[src/rtl/triangle_sweep_ctrl_if.sv]
// Bundle between the sweep sequencer, its configuration/control source and the
// triangle-wave generator it steers.
interface triangle_sweep_ctrl_if #(
    parameter int WIDTH = 8,
    parameter int DEPTH = 4,
    parameter int CNT_W = 8
);
    localparam int AW = $clog2(DEPTH);

    logic             cfg_we;
    logic [AW-1:0]    cfg_addr;
    logic [WIDTH-1:0] cfg_low;
    logic [WIDTH-1:0] cfg_high;
    logic [CNT_W-1:0] cfg_periods;
    logic             start;
    logic             stop;
    logic             loop;
    logic [WIDTH-1:0] wave_in;
    logic             wave_enable;
    logic [WIDTH-1:0] wave_low;
    logic [WIDTH-1:0] wave_high;
    logic [AW-1:0]    seg_idx;
    logic             busy;
    logic             done;

    // Configuration/control side plus the generator feedback path.
    modport master (
        output cfg_we, cfg_addr, cfg_low, cfg_high, cfg_periods,
        output start, stop, loop, wave_in,
        input  wave_enable, wave_low, wave_high, seg_idx, busy, done
    );

    // The sequencer itself.
    modport slave (
        input  cfg_we, cfg_addr, cfg_low, cfg_high, cfg_periods,
        input  start, stop, loop, wave_in,
        output wave_enable, wave_low, wave_high, seg_idx, busy, done
    );
endinterface

[src/rtl/triangle_sweep_ctrl.sv]
// Plays a table of {low, high, periods} segments through a triangle-wave
// generator, counting completed periods from the fed-back wave.
module triangle_sweep_ctrl #(
    parameter int WIDTH = 8,
    parameter int DEPTH = 4,
    parameter int CNT_W = 8
) (
    input  logic                 clk,
    input  logic                 rst,
    triangle_sweep_ctrl_if.slave bus
);
    localparam int            AW   = $clog2(DEPTH);
    localparam logic [AW-1:0] LAST = AW'(DEPTH - 1);

    typedef enum logic [1:0] {
        S_IDLE,
        S_LOAD,
        S_RUN,
        S_GAP
    } state_t;

    // Segment table: no reset, contents valid once written.
    logic [WIDTH-1:0] r_tab_low     [DEPTH];
    logic [WIDTH-1:0] r_tab_high    [DEPTH];
    logic [CNT_W-1:0] r_tab_periods [DEPTH];

    state_t           r_state;
    state_t           w_state_next;

    logic             r_en;
    logic [WIDTH-1:0] r_low;
    logic [WIDTH-1:0] r_high;
    logic [AW-1:0]    r_seg;
    logic             r_busy;
    logic             r_done;
    logic             r_seen;
    logic [CNT_W-1:0] r_cnt;
    logic [CNT_W-1:0] r_target;

    logic             w_en_next;
    logic [WIDTH-1:0] w_low_next;
    logic [WIDTH-1:0] w_high_next;
    logic [AW-1:0]    w_seg_next;
    logic             w_done_next;
    logic             w_seen_next;
    logic [CNT_W-1:0] w_cnt_next;
    logic [CNT_W-1:0] w_target_next;

    logic [DEPTH-1:0] w_slot_valid;
    logic             w_ld_valid;
    logic [WIDTH-1:0] w_ld_low;
    logic [WIDTH-1:0] w_ld_high;
    logic [CNT_W-1:0] w_ld_periods;
    logic             w_hit_high;
    logic             w_count;
    logic [CNT_W-1:0] w_cnt_inc;
    logic             w_period_done;
    logic             w_advance;
    logic             w_wrap;

    always_ff @(posedge clk) begin
        if (bus.cfg_we) begin
            r_tab_low[bus.cfg_addr]     <= bus.cfg_low;
            r_tab_high[bus.cfg_addr]    <= bus.cfg_high;
            r_tab_periods[bus.cfg_addr] <= bus.cfg_periods;
        end
    end

    // A slot with zero periods or an empty/inverted range is skipped.
    generate
        for (genvar gi = 0; gi < DEPTH; gi++) begin : g_valid
            assign w_slot_valid[gi] = (r_tab_periods[gi] != '0) &&
                                      (r_tab_low[gi] < r_tab_high[gi]);
        end
    endgenerate

    assign w_ld_valid    = w_slot_valid[r_seg];
    assign w_ld_low      = r_tab_low[r_seg];
    assign w_ld_high     = r_tab_high[r_seg];
    assign w_ld_periods  = r_tab_periods[r_seg];

    // A period ends on the first return to low after high has been seen.
    assign w_hit_high    = (bus.wave_in == r_high);
    assign w_count       = r_seen && (bus.wave_in == r_low);
    assign w_cnt_inc     = r_cnt + CNT_W'(1);
    assign w_period_done = w_count && (w_cnt_inc == r_target);

    assign w_advance     = ((r_state == S_LOAD) && !w_ld_valid) || (r_state == S_GAP);
    assign w_wrap        = (r_seg != LAST) || bus.loop;

    always_ff @(posedge clk or posedge rst) begin
        if (rst) begin
            r_state <= S_IDLE;
        end else begin
            r_state <= w_state_next;
        end
    end

    always_comb begin
        w_state_next = r_state;
        unique case (r_state)
            S_IDLE: if (bus.start) w_state_next = S_LOAD;
            S_LOAD: begin
                if (w_ld_valid)  w_state_next = S_RUN;
                else if (w_wrap) w_state_next = S_LOAD;
                else             w_state_next = S_IDLE;
            end
            S_RUN:  if (w_period_done) w_state_next = S_GAP;
            S_GAP:  w_state_next = w_wrap ? S_LOAD : S_IDLE;
            default: w_state_next = S_IDLE;
        endcase
        if (bus.stop) w_state_next = S_IDLE;
    end

    always_comb begin
        w_en_next     = r_en;
        w_low_next    = r_low;
        w_high_next   = r_high;
        w_seg_next    = r_seg;
        w_done_next   = 1'b0;
        w_seen_next   = r_seen;
        w_cnt_next    = r_cnt;
        w_target_next = r_target;
        unique case (r_state)
            S_IDLE: begin
                w_en_next = 1'b0;
                if (bus.start) w_seg_next = '0;
            end
            S_LOAD: begin
                if (w_ld_valid) begin
                    w_low_next    = w_ld_low;
                    w_high_next   = w_ld_high;
                    w_target_next = w_ld_periods;
                    w_cnt_next    = '0;
                    w_seen_next   = 1'b0;
                    w_en_next     = 1'b1;
                end
            end
            S_RUN: begin
                if (w_count) begin
                    w_cnt_next  = w_cnt_inc;
                    w_seen_next = 1'b0;
                end else if (w_hit_high) begin
                    w_seen_next = 1'b1;
                end
                if (w_period_done) w_en_next = 1'b0;
            end
            S_GAP: w_en_next = 1'b0;
            default: w_en_next = 1'b0;
        endcase
        if (w_advance) begin
            if (r_seg != LAST) w_seg_next = r_seg + AW'(1);
            else if (bus.loop) w_seg_next = '0;
            else               w_done_next = 1'b1;
        end
        // Abort freezes the slot index and bounds, drops enable, no done.
        if (bus.stop) begin
            w_en_next     = 1'b0;
            w_done_next   = 1'b0;
            w_seg_next    = r_seg;
            w_low_next    = r_low;
            w_high_next   = r_high;
            w_target_next = r_target;
            w_cnt_next    = r_cnt;
            w_seen_next   = r_seen;
        end
    end

    always_ff @(posedge clk or posedge rst) begin
        if (rst) begin
            r_en     <= 1'b0;
            r_low    <= '0;
            r_high   <= '0;
            r_seg    <= '0;
            r_busy   <= 1'b0;
            r_done   <= 1'b0;
            r_seen   <= 1'b0;
            r_cnt    <= '0;
            r_target <= '0;
        end else begin
            r_en     <= w_en_next;
            r_low    <= w_low_next;
            r_high   <= w_high_next;
            r_seg    <= w_seg_next;
            r_busy   <= (w_state_next != S_IDLE);
            r_done   <= w_done_next;
            r_seen   <= w_seen_next;
            r_cnt    <= w_cnt_next;
            r_target <= w_target_next;
        end
    end

    assign bus.wave_enable = r_en;
    assign bus.wave_low    = r_low;
    assign bus.wave_high   = r_high;
    assign bus.seg_idx     = r_seg;
    assign bus.busy        = r_busy;
    assign bus.done        = r_done;
endmodule

[src/flat_wrapper.sv]
// flat-port wrapper written by rule: the top's interface ports become plain ports
module triangle_sweep_ctrl_flat 
#(
    parameter int WIDTH = 8,
    parameter int DEPTH = 4,
    parameter int CNT_W = 8
)
  (clk, rst, bus_cfg_we, bus_cfg_addr, bus_cfg_low, bus_cfg_high, bus_cfg_periods, bus_start, bus_stop, bus_loop, bus_wave_in, bus_wave_enable, bus_wave_low, bus_wave_high, bus_seg_idx, bus_busy, bus_done);
  triangle_sweep_ctrl_if #(.WIDTH(WIDTH), .DEPTH(DEPTH), .CNT_W(CNT_W)) bus_i ();
  input  logic clk;
  input  logic rst;
  input wire logic [$bits(bus_i.cfg_we)-1:0] bus_cfg_we;
  input wire logic [$bits(bus_i.cfg_addr)-1:0] bus_cfg_addr;
  input wire logic [$bits(bus_i.cfg_low)-1:0] bus_cfg_low;
  input wire logic [$bits(bus_i.cfg_high)-1:0] bus_cfg_high;
  input wire logic [$bits(bus_i.cfg_periods)-1:0] bus_cfg_periods;
  input wire logic [$bits(bus_i.start)-1:0] bus_start;
  input wire logic [$bits(bus_i.stop)-1:0] bus_stop;
  input wire logic [$bits(bus_i.loop)-1:0] bus_loop;
  input wire logic [$bits(bus_i.wave_in)-1:0] bus_wave_in;
  output wire logic [$bits(bus_i.wave_enable)-1:0] bus_wave_enable;
  output wire logic [$bits(bus_i.wave_low)-1:0] bus_wave_low;
  output wire logic [$bits(bus_i.wave_high)-1:0] bus_wave_high;
  output wire logic [$bits(bus_i.seg_idx)-1:0] bus_seg_idx;
  output wire logic [$bits(bus_i.busy)-1:0] bus_busy;
  output wire logic [$bits(bus_i.done)-1:0] bus_done;
  assign bus_i.cfg_we = bus_cfg_we;
  assign bus_i.cfg_addr = bus_cfg_addr;
  assign bus_i.cfg_low = bus_cfg_low;
  assign bus_i.cfg_high = bus_cfg_high;
  assign bus_i.cfg_periods = bus_cfg_periods;
  assign bus_i.start = bus_start;
  assign bus_i.stop = bus_stop;
  assign bus_i.loop = bus_loop;
  assign bus_i.wave_in = bus_wave_in;
  assign bus_wave_enable = bus_i.wave_enable;
  assign bus_wave_low = bus_i.wave_low;
  assign bus_wave_high = bus_i.wave_high;
  assign bus_seg_idx = bus_i.seg_idx;
  assign bus_busy = bus_i.busy;
  assign bus_done = bus_i.done;
  triangle_sweep_ctrl #(.WIDTH(WIDTH), .DEPTH(DEPTH), .CNT_W(CNT_W)) u_core (.clk(clk), .rst(rst), .bus(bus_i));
endmodule
[config.mk]
export PLATFORM = sky130hd
export DESIGN_NAME = triangle_sweep_ctrl_flat
export DESIGN_NICKNAME = d
export VERILOG_FILES = /design/src/rtl/triangle_sweep_ctrl_if.sv /design/src/rtl/triangle_sweep_ctrl.sv /design/src/flat_wrapper.sv
export SDC_FILE = /design/constraint.sdc
export NUM_CORES = 1
export LEC_CHECK = 0
export CAP_MARGIN = 15
export CORE_ASPECT_RATIO = 1.75
export CORE_MARGIN = 10
export CORE_UTILIZATION = 50
export DETAILED_ROUTE_END_ITERATION = 7
export GPL_TIMING_DRIVEN = 0
export HOLD_SLACK_MARGIN = 0.03
export PLACE_DENSITY = 0.85
export RECOVER_POWER = 25
export SLEW_MARGIN = 5
export SYNTH_ARGS = -nofsm -noshare
export SYNTH_HDL_FRONTEND = slang
export SYNTH_SLANG_ARGS = --single-unit
export TNS_END_PERCENT = 10
[constraint.sdc]
create_clock -name clk -period 2.5 [get_ports clk]
set_clock_uncertainty 0.2 [all_clocks]
set_input_delay 0.25 -clock clk [delete_from_list [all_inputs] [get_ports clk]]
set_output_delay 0.25 -clock clk [all_outputs]
set_load 0.005 [all_outputs]
### Word-level counts from Yosys, hierarchy flattened

Memories as Yosys holds them, arrays and structs flattened. A register that Yosys moved wholly into a read port is not among the register bits.
Index checks and enable logic that the tools add are counted.

* reduce and logical (&&, ||, !) cells: 22
* magnitude comparators: 5
* equality and inequality tests: 12
* muxes and demuxes: 30
* add/sub/neg operators: 2
* bitwise operators: 1

Operator list (count)
* 8-bit less-than comparator: 4
* 8-bit nonzero test: 4
* 8-bit == test: 3
* 2-bit two-way mux: 9
* 8-bit two-way mux: 2
* 8-bit case mux with 2 select lines: 1
* 1-bit two-way mux: 14
* 8-bit by 1-bit adder with 8-bit output, second input constant: 1
* 2-bit case mux with 4 select lines: 1
* 4-bit AND reduction: 2
* 1-bit logical AND: 7
* 3-bit by 2-bit != test with 1-bit output, second input constant: 2
* 2-bit == test, second input constant: 2
* 2-bit by 1-bit != test with 1-bit output, second input constant: 2
* 2-bit nonzero test: 2
* 2-bit by 3-bit less-than comparator with 1-bit output, second input constant: 1
* 3-bit by 1-bit != test with 1-bit output, second input constant: 1
* 1-bit case mux with 3 select lines: 1
* 3-bit AND reduction: 1
* 2-bit by 1-bit adder with 2-bit output, second input constant: 1
* 1-bit binary-select mux with 2-bit select: 1
* 2-bit by 1-bit == test with 1-bit output, second input constant: 1
* 2-bit logical NOT: 1
* 1-bit logical OR: 2
* other kinds (6): 6

* flip-flop bits (word level): 16
* memories kept: 3
* RAM bits: 96
* input port bits: 40
* output and inout port bits: 21
* word-level logic and storage cells: 82

Memory list
* u_core.r_tab_high: depth 4, width 8, rd ports 5, clocked after Yosys merged registers in 1, wr ports 1, RTL line triangle_sweep_ctrl.sv:24 `logic [WIDTH-1:0] r_tab_high [DEPTH];`
* u_core.r_tab_low: depth 4, width 8, rd ports 5, clocked after Yosys merged registers in 1, wr ports 1, RTL line triangle_sweep_ctrl.sv:23 `logic [WIDTH-1:0] r_tab_low [DEPTH];`
* u_core.r_tab_periods: depth 4, width 8, rd ports 5, clocked after Yosys merged registers in 1, wr ports 1, RTL line triangle_sweep_ctrl.sv:25 `logic [CNT_W-1:0] r_tab_periods [DEPTH];`

### Longest topological paths before layout

Gate-level depths: netlist of run 1.
An unclocked memory read counts as a cell.

* depth after elaboration: 10
* gate-level depth with buffers: 11
* depth with buffers taken out: 9

### Worst setup path before layout of run 1

Ideal clock, no wire load.

* kind: input-to-reg
* start: input bus_cfg_addr[0]
* end: memory u_core.r_tab_high[0][0] (enable)
* buffers on the path: 0
* arrival: 2078 ps
* path slack: -219 ps
* library setup time: 441 ps
* required time: 1859 ps
* cell stages on the path: 1
* path through: nor3b_1

RTL lines
* start, declared: RTL line flat_wrapper.sv:13 `input wire logic [$bits(bus_i.cfg_addr)-1:0] bus_cfg_addr;`
* end, declared: RTL line triangle_sweep_ctrl.sv:24

No word-level cell before the write port.

==> flow_summary.json, run 1 <==
{
  "async_flop_share": 0.294,
  "cts-htree-levels": 4,
  "grt_pass1_vias": 4740,
  "cts_root_buffer": "clkbuf_16",
  "yosysWarnings": 0,
  "drtIter0Drc": 298,
  "fin_cells": 717,
  "netlist_area_um2": 6660,
  "synth.distinct_cells": 59,
  "cp.required_ns": 2.59,
  "initial_core_util": 0.512,
  "maxCapViolCount": 0,
  "fin_ws_ns": -0.425,
  "start_kind": "flop",
  "synth_top_family_by_area": "multiplexers",
  "dp_cells": 668,
  "clockBufferDepth": 2,
  "yosys-mux-area-fraction": 0.138,
  "final_area_um2": 8540,
  "drt_wl_total_um": 17600,
  "postPlaceCellArea_um2": 7590,
  "grt_setup_unrepaired": "yes",
  "synth-seq-cells": 136,
  "grt_pass1_wl_um": 27000,
  "final_nets": 611,
  "place.gp.congestion": 0.913,
  "pwr-share-seq": 0.386,
  "worstSkewPairLatency_ns": 0.41,
  "dr.pass1.iters": 5,
  "slew_headroom": 0.317,
  "num_rows": 55,
  "synth-adder-area-share": 0.0695,
  "wl_met2_um": 9610,
  "hold_path.class": "input pin to async pin",
  "wl_met3_um": 907,
  "vias": 4346,
  "dieArea_um2": 18500,
  "cts.sinks": 136,
  "synth_compound_area_frac": 0.0661,
  "slew_viol_final": 0,
  "area_growth_pct": 28.1,
  "status": "finished, violations left",
  "cts_tree": "built",
  "switching_share": 0.305,
  "drive_above_1_share": 0.267,
  "crit_type": "flop to flop",
  "fin_crit_sh": 1.17,
  "fmax_ghz": 0.342,
  "ys.flop_type": "edfxtp_1",
  "vias_per_cell": 6.06,
  "avgSynthCellArea_um2": 15.4,
  "synth_nets": 510,
  "cts_hold_buf": 0,
  "timing.hold.ws_ns": 0.148,
  "die_y_um": 173,
  "fin_util": 0.656,
  "path_max_fanout": 5,
  "violations": "negative setup slack",
  "yosysTopAreaCell": "edfxtp_1",
  "regToRegSetupSlack_ns": -0.43,
  "wl_per_cell_um": 24.5,
  "comb_power_share": 0.329,
  "p_leak_nw": 3.20,
  "ir_drop_mv": 0.661,
  "yosysSeqAreaShare": 0.583,
  "n_fill_cell": 817,
  "syn_inst": 433,
  "yosys.area.top_type_share": 0.433,
  "p_per_area_nw_per_um2": 945,
  "met1_length_um": 6140,
  "gr-total-overflow": 0,
  "yosys.area_share.simple": 0.0719,
  "synth_xor_area_frac": 0.0368,
  "post-dp-hpwl_um": 11900,
  "highest_layer": "met4",
  "arrival_ns": 3.02,
  "synth_edf_count": 96,
  "die_x_um": 107,
  "internal-power_mw": 5.61,
  "path_clk_slew_ns": 0.06,
  "drc_errors": 0,
  "worst_slew_pin_slew_ns": 1.02,
  "setup_viol": 39,
  "fin_crit_ns": 2.93,
  "gr-usage-all-layers": 0.192,
  "portBuffers": 60,
  "antenna_found_initial": 0,
  "end_kind": "flop",
  "clockPowerShare": 0.285,
  "diodes": 0,
  "switchingPower_mw": 2.46,
  "cts_buffers": 17,
  "grt_max_degree": 41,
  "synthTopCellsByArea": "edfxtp_1 43%, dfrtp_1 15%, mux4_2 7.8%",
  "antenna_left": 0,
  "pin_count": 61,
  "core_um2": 13000,
  "finalHoldViolCount": 0
}
[metal layers]
| layer | vias to the layer above | GRT usage |
|---|---|---|
| li1 | 1866 | - |
| met1 | 2228 | 0.201 |
| met2 | 194 | 0.343 |
| met3 | 58 | 0.0436 |
| met4 | 0 | 0.102 |
| met5 | - | 0 |
[power by group through the flow]
stage / logic [mW] / clock network [mW] / registers (mW)
after floorplan: 1.54 / 0 / 3.03
after global placement: 2.26 / 0 / 3.11
after detailed placement: 2.35 / 0 / 3.13
after CTS: 2.59 / 2.30 / 3.10
after global routing: 2.83 / 2.41 / 3.15
final: 2.65 / 2.30 / 3.11
[state kept, by name, summed over array words and instances, names as in the netlist, 2 cells and up]
| signal | cells |
|---|---|
| u_core.r_tab_high | 32 |
| u_core.r_tab_low | 32 |
| u_core.r_tab_periods | 32 |
| u_core.bus.wave_high | 8 |
| u_core.bus.wave_low | 8 |
| u_core.r_cnt | 8 |
| u_core.r_target | 8 |
| u_core.bus.seg_idx | 2 |
| u_core.r_state | 2 |
[kinds of logic (layout without fill, tap and decap cells)]
family / count (synthesis) / count (layout)
mux: 51 / 51
simple gates: 83 / 83
flops: 136 / 136
xor+xnor: 28 / 28
buf+inv: 47 / 160
fa+ha+maj: 37 / 37
compound gates: 51 / 51
[worst paths after layout]
check                                                          start                                    to  cells past startpoint
worst max-delay path            u_core.r_tab_periods[2][1]$_DFFE_PP_    u_core.bus.wave_low[1]$_DFFE_PP0P_                      9
worst min-delay path                                             rst   u_core.bus.wave_high[6]$_DFFE_PP0P_                      2
worst max register to register  u_core.r_tab_periods[2][1]$_DFFE_PP_    u_core.bus.wave_low[1]$_DFFE_PP0P_                      9
worst min register to register             u_core.r_seen$_DFFE_PP0P_             u_core.r_seen$_DFFE_PP0P_                      2
max in group asynchronous                                        rst   u_core.bus.wave_high[1]$_DFFE_PP0P_                      2
min in group clk                                  bus_cfg_periods[0]  u_core.r_tab_periods[0][0]$_DFFE_PP_                      1
[metrics by stage]
step | worst slack [ns] | setup TNS (ns) | total power [mW]
floorplan | -0.142 | -3.21 | 4.57
global placement | -0.676 | -42.37 | 5.37
detailed placement | -0.473 | -14.14 | 5.48
CTS | -0.286 | -8.10 | 7.99
global route | -0.417 | -12.10 | 8.38
finish | -0.425 | -11.86 | 8.07
[cell type report]
class,instances,area [um2],area share
buffer,11,97.6,0.0114
inverter,36,135,0.0158
tap,171,214,0.0251
sequential,136,3880,0.455
multi-input combinational,250,2780,0.325
timing repair buffer,82,893,0.105
clock buffer,20,437,0.0511
clock inverter,11,101,0.0119
[worst max-delay path, stage by stage (launching register included)]
cell and delay, ns:
edfxtp_1 0.39, nor4_1 0.88, a21oi_4 0.14, a221oi_2 0.28
nor3b_2 0.09, nor2b_4 0.13, buf_6 0.13, buf_12 0.13
buf_12 0.14, mux2_4 0.30
[cell usage after synthesis (5+ instances only)]
library cell  number
xnor2_1           16
mux4_2            23
nand2b_1           5
mux2_4            20
nand3_1            9
nand2_1           20
clkbuf_1           5
edfxtp_1          96
ha_1              37
nor4_1             7
dfrtp_1           40
inv_1             35
nor3_1            11
xor2_1            12
nor2_1            10
[timing repair]
| action | CTS | global route |
|---|---|---|
| pin swaps | 19 | 10 |
| resized for setup | 30 | 13 |
| setup endpoints to repair | 38 | 40 |
| gates cloned | 2 | 0 |
| setup buffers | 16 | 1 |
[layout by cell type, fill, tap and decap left out, types with 6 or more instances in the layout]
| cell | count |
|---|---|
| edfxtp_1 | 96 |
| clkdlybuf4s50_1 | 43 |
| dfrtp_1 | 40 |
| inv_1 | 33 |
| ha_1 | 30 |
| mux2_4 | 24 |
| mux4_2 | 23 |
| nand2_1 | 20 |
| clkbuf_16 | 17 |
| dlygate4sd3_1 | 17 |
| xnor2_1 | 16 |
| xor2_1 | 12 |
| buf_4 | 12 |
| nor3_1 | 10 |
| nand3_1 | 9 |
| clkbuf_1 | 8 |
| nor2_1 | 8 |
| nor4_1 | 6 |
(Power assumes the default switching activity.)
==> run 2: changes to the inputs <==
- CTS_CLUSTER_SIZE: unset -> 24
==> results of run 2 <==
Same layout as run 1: the final DEF is identical, and so are final timing and power.
==> run 3: changes to the inputs <==
- CORE_ASPECT_RATIO: 1.75 -> unset
==> run 3 against run 2 <==
Net effect:
- the run still ends with negative setup slack left
- register-to-register slack about the same
- setup slack improved by 0.0064 ns
- sequential share of layout area shrank 0.40 points
- sequential power hardly changed
- critical endpoint is now u_core.bus.wave_high[1]$_DFFE_PP0P_
- design area increased by 0.89%
- via count is 2.0% higher
- fmax increased by 0.22%
==> flow_summary.json, run 3 (synthesized netlist as in run 1, its figures left out) <==
{
  "vias": 4435,
  "p_total_mw": 8.32,
  "clockPowerShare": 0.310,
  "pin_count": 61,
  "drc_errors": 0,
  "p_leak_nw": 3.23,
  "switchingPower_mw": 2.43,
  "path_clk_slew_ns": 0.06,
  "multi_input_area_um2": 2800,
  "ir_drop_mv": 0.614,
  "clockBufferDepth": 2,
  "slew_headroom": 0.353,
  "vias_per_cell": 6.12,
  "cts-htree-levels": 4,
  "fmax_ghz": 0.343,
  "pwr-share-seq": 0.373,
  "antenna_left": 0,
  "drt_wl_total_um": 17300,
  "grt_max_degree": 41,
  "wl_per_cell_um": 23.9,
  "internal-power_mw": 5.89,
  "path_max_fanout": 5,
  "crit_type": "flop to flop",
  "crit_path_end": "u_core.bus.wave_high[1]$_DFFE_PP0P_",
  "drive_above_1_share": 0.277,
  "violations": "negative setup slack",
  "reg.largest.list": "u_core.r_tab_high (32), u_core.r_tab_low (32), u_core.r_tab_periods (32)",
  "crit_path_start": "u_core.r_tab_periods[1][5]$_DFFE_PP_",
  "portBuffers": 60,
  "start_kind": "flop",
  "switching_share": 0.292,
  "maxCapViolCount": 0,
  "cts_tree": "built",
  "core_um2": 13100,
  "final_cell_mix": "96 x edfxtp_1, 43 x clkdlybuf4s50_1, 40 x dfrtp_1, 34 x inv_1, 30 x ha_1",
  "dieArea_um2": 18300,
  "gr-usage-all-layers": 0.182,
  "hold_path.class": "input pin to async pin",
  "layout_commonest_cell": "edfxtp_1",
  "gr-total-overflow": 0,
  "comb_power_share": 0.318,
  "post-dp-hpwl_um": 11200,
  "wl_met3_um": 1580,
  "dp_cells": 673,
  "die_y_um": 135,
  "final_nets": 613,
  "fin_cells": 725,
  "grt_pass1_wl_um": 25500,
  "slew_viol_final": 0,
  "wl_met2_um": 8560,
  "grt_setup_unrepaired": "yes",
  "met1_length_um": 6470,
  "setup_viol": 40,
  "worstSkewPairLatency_ns": 0.42,
  "fin_setup_tns_ns": -11.88,
  "fin_crit_ns": 2.92,
  "cts_hold_buf": 0,
  "cts_buffers": 17,
  "cts.sinks": 136,
  "seq_area_um2": 3880,
  "reg2regPathDepth": 10,
  "arrival_ns": 3.02,
  "grt_pass1_vias": 4575,
  "timing.rr.start": "u_core.r_tab_periods[1][5]$_DFFE_PP_",
  "fin_ws_ns": -0.419,
  "place.gp.congestion": 0.909,
  "n_fill_cell": 810,
  "worst_slew_pin_slew_ns": 0.971,
  "status": "finished, violations left",
  "cts_root_buffer": "clkbuf_16",
  "p_per_area_nw_per_um2": 965,
  "diodes": 0,
  "area_growth_pct": 29.3,
  "cp.required_ns": 2.60,
  "finalHoldViolCount": 0,
  "fin_util": 0.656,
  "regToRegSetupSlack_ns": -0.42,
  "num_rows": 42,
  "r2r-end": "u_core.bus.wave_high[1]$_DFFE_PP0P_",
  "fin_crit_sh": 1.17,
  "die_x_um": 135,
  "end_kind": "flop",
  "antenna_found_initial": 0,
  "timing.hold.ws_ns": 0.111,
  "initial_core_util": 0.507,
  "dr.pass1.iters": 5,
  "drtIter0Drc": 408,
  "highest_layer": "met4"
}
==> run 3: cell types whose count changed in the layout (fill, tap and decap cells not counted), moves of 3 or more <==
cell / previous run / this run
a211oi_1: 4 / 1
a211oi_2: 0 / 3
buf_4: 12 / 16
bufinv_16: 1 / 4
clkinv_1: 1 / 4
mux2_2: 0 / 4
mux2_4: 24 / 20
==> run 3: per-layer routing <==
layer  vias to the layer above  track usage
li1                       1884            -
met1                      2161        0.215
met2                       321        0.304
met3                        69       0.0464
met4                         0       0.0921
met5                         -            0
==> run 3: worst min-delay path by stage <==
stage	slack [ns]	to	cells past startpoint
finish	0.11	u_core.r_state[1]$_DFF_PP0_	2
global route	0.20	u_core.bus.wave_high[3]$_DFFE_PP0P_	2
CTS	0.13	u_core.bus.wave_low[3]$_DFFE_PP0P_	2
detailed placement	0.30	u_core.r_seen$_DFFE_PP0P_	2
global placement	0.28	u_core.r_seen$_DFFE_PP0P_	2
floorplan	0.15	u_core.r_tab_high[0][0]$_DFFE_PP_	0
==> run 3: area by class of cell <==
cell class | count | share of cell area
Buffer | 11 | 0.0113
Clock buffer | 18 | 0.0498
Clock inverter | 14 | 0.0211
Inverter | 36 | 0.0157
Multi-Input combinational cell | 250 | 0.324
Sequential cell | 136 | 0.451
Tap cell | 176 | 0.0256
Timing Repair Buffer | 84 | 0.101
==> run 3: through the flow <==
step	cell area, um2	setup WS (ns)
detailed placement	7570	-0.546
CTS	8380	-0.370
finish	8610	-0.419
global placement	7490	-0.666
floorplan	6670	-0.142
global route	8610	-0.483
==> run 3: timing repair <==
item,in CTS,in global routing
pin swaps,14,24
buffers inserted,8,11
setup endpoints to repair,39,40
gates cloned,1,0
gates resized for setup,18,22
==> run 3: power groups by stage <==
stage / Clock (mW) / Sequential [mW] / Combinational [mW]
floorplan: 0 / 3.03 / 1.54
global placement: 0 / 3.10 / 2.26
detailed placement: 0 / 3.12 / 2.33
CTS: 2.60 / 3.09 / 2.46
global route: 2.72 / 3.13 / 2.80
finish: 2.57 / 3.10 / 2.64
==> run 3: critical path, cell delays in order, from the launching register on <==
cell and delay, ns:
edfxtp_1 0.43, or4_4 0.57, nor2_2 0.21, a2111oi_4 0.09, a221oi_2 0.37, nor3b_2 0.10
nor2b_4 0.14, buf_6 0.13, buf_12 0.13, buf_12 0.13, mux2_4 0.30
==> patch, RTL diff (config.mk and constraints of run 1) <==
Make the reset (`rst`) synchronous in 2 clocked blocks.
--- a/src/rtl/triangle_sweep_ctrl.sv
+++ b/src/rtl/triangle_sweep_ctrl.sv
@@ -88,7 +88,7 @@
     assign w_advance     = ((r_state == S_LOAD) && !w_ld_valid) || (r_state == S_GAP);
     assign w_wrap        = (r_seg != LAST) || bus.loop;
 
-    always_ff @(posedge clk or posedge rst) begin
+    always_ff @(posedge clk) begin
         if (rst) begin
             r_state <= S_IDLE;
         end else begin
@@ -166,7 +166,7 @@
         end
     end
 
-    always_ff @(posedge clk or posedge rst) begin
+    always_ff @(posedge clk) begin
         if (rst) begin
             r_en     <= 1'b0;
             r_low    <= '0;
Formal check against the unedited RTL: differs if rst is asserted again (counterexample within 4 cycles, from zero or initial values and one cycle with rst high); with rst held inactive, the same outputs for 4 cycles.
==> patch against run 1 <==
  * The flow still finishes with violations (negative setup slack)
  * Utilization grew 1.0 points
  * Area after synthesis fell by 2.6%
  * Cell area hardly changed
  * Count of clock-buffer cells in the layout down 3
  * Sequential cell count did not move
  * Wire length rose by 6.0%
  * Setup slack better by 0.18 ns
  * Critical path type unchanged
  * Largest cell class unchanged
Power is not compared: it rests on default switching activity, and its combinational part moved more than twofold at a synthesized area within 25%.
==> patch: results (changes against run 1) <==
[placed_design]
dp_cells=706  ; +5.7%
dp_slack_ns=-0.4855  ; -0.01214 ns
hpwl_microns=12090  ; +1.5%
routabilityCongestion=0.9422  ; +3.2%
post_dp_cell_area_sq_um=7367  ; -2.9%

[synthesis]
syn-num-nets=548  ; +7.5%
synth-adder-area-share=0.06942  ; about the same
synth-seq-area-share=0.5677  ; -0.01512
synthArstFlopShare=0  ; -0.2941
synth_edf_count=96  ; unchanged
yosys-top-cells-area=edfxtp_1, dfxtp_1, mux4_2
ys_types=58  ; -1.7%
synthXorXnorAreaFrac=0.03317  ; -0.003634
syn_avg_cell_area_sq_um=13.75  ; -11%
synth-compound-area-share=0.08754  ; +0.02145
synthMuxAreaShare=0.1203  ; -0.01768
synth_commonest_cells=edfxtp_1, dfxtp_1, inv_1

[clocking]
cts_inserted_buffers=17  ; unchanged
h-tree-depth=4  ; unchanged
clk_path_buf_depth=2  ; unchanged

[outcome]
violations=negative setup slack
status=finished, violations left

[finish]
nets=654  ; +7.0%
stdcell_count=763  ; +6.4%
drive_above_1_share=0.2572  ; -0.01021

[global_route]
grt_start_max_net_pins=25  ; -39%
grt_usage=0.1909  ; -0.001527
antenna_found_initial=1  ; +1
grt_pass1_wl_microns=26650  ; -1.5%
grt_pass1_vias=5096  ; +7.5%

[critical_path]
arrival_ns=2.82  ; -0.20 ns
crit_family=compound AO/OA/AOI/OAI gates
slowest_delay_ns=0.40  ; -0.48 ns
critical-path-slowest-cell=edfxtp_1

[power]
powerSeq_mw=2.58
vdd_drop_max_uv=430.3
pg_comb_mw=0.543
p_int_mw=4.259

[min_path]
worstHoldPathType=input port to flip-flop

[sta]
setup_viol=38  ; -2.6%
finalWorstSetupSlack_ns=-0.2416  ; +0.1838 ns
max-slew-margin-rel=0.4090  ; +0.09221
slew_viol_final=0  ; unchanged
tns_ns=-4.857  ; +6.999 ns

[route]
dr.pass1.iters=5  ; unchanged
postRouteWirelength_microns=18640  ; +6.0%
dr_total_vias=4723  ; +8.7%
first_iter_violations=341  ; +14%

## patch: cell count changes in the layout (fill, tap and decap cells not counted), moves of 6 or more
cell / delta
dfxtp_1: +37
nor3_1: -6
mux2i_1: +21
buf_4: +8
dfrtp_1: -40
nor2_1: +27
mux2_4: -24
## patch: path summary, 6_finish.rpt
check                     startpoint  slack [ns]                         end  cells after the start
max          u_core.r_tab_high[0][7]       -0.24          u_core.r_target[4]                     10
max reg2reg  u_core.r_tab_high[0][7]       -0.24          u_core.r_target[4]                     10
min reg2reg            u_core.r_seen        0.29               u_core.r_seen                      2
min               bus_cfg_periods[0]        0.28  u_core.r_tab_periods[3][0]                      1
## patch: timing repair
| item | in CTS | in global routing |
|---|---|---|
| endpoints found under the setup margin | 38 | 40 |
| pin swaps | 25 | 24 |
| cloned | 2 | 0 |
| hold endpoints to repair | 0 | 0 |
| setup buffers | 9 | 13 |
| gates resized for setup | 43 | 26 |
## patch: per-layer routing
metal  wire [microns]  part of all wire  up-vias  GRT usage
met3             1158             0.062      106    0.05085
met5                0                 0        -          0
met1             5987              0.32     2313     0.1726
met4             1350             0.072        0     0.1467
li1                 -                 -     2025          -
met2            10150              0.54      279     0.3496
## patch: cell families (layout without fill, tap and decap cells)
| group | count (synthesis) | after routing |
|---|---|---|
| buf+inv | 52 | 171 |
| flops | 136 | 136 |
| simple gates | 108 | 108 |
| xor+xnor | 23 | 23 |
| other cells | 0 | 1 |
| mux | 48 | 48 |
| fa+ha+maj | 36 | 36 |
| compound gates | 69 | 69 |
## patch: area by class of cell
cell class              count  area (sq um)
plain buffers              13         80.08
diodes                      1         2.502
repair buffers             87         840.8
clock buffers              17         425.4
clock inverters            15         166.4
fillers                   838          4265
inverters                  39         146.4
well taps                 171         214.0
multi-input cells         284          2972
flip-flops and latches    136          3687
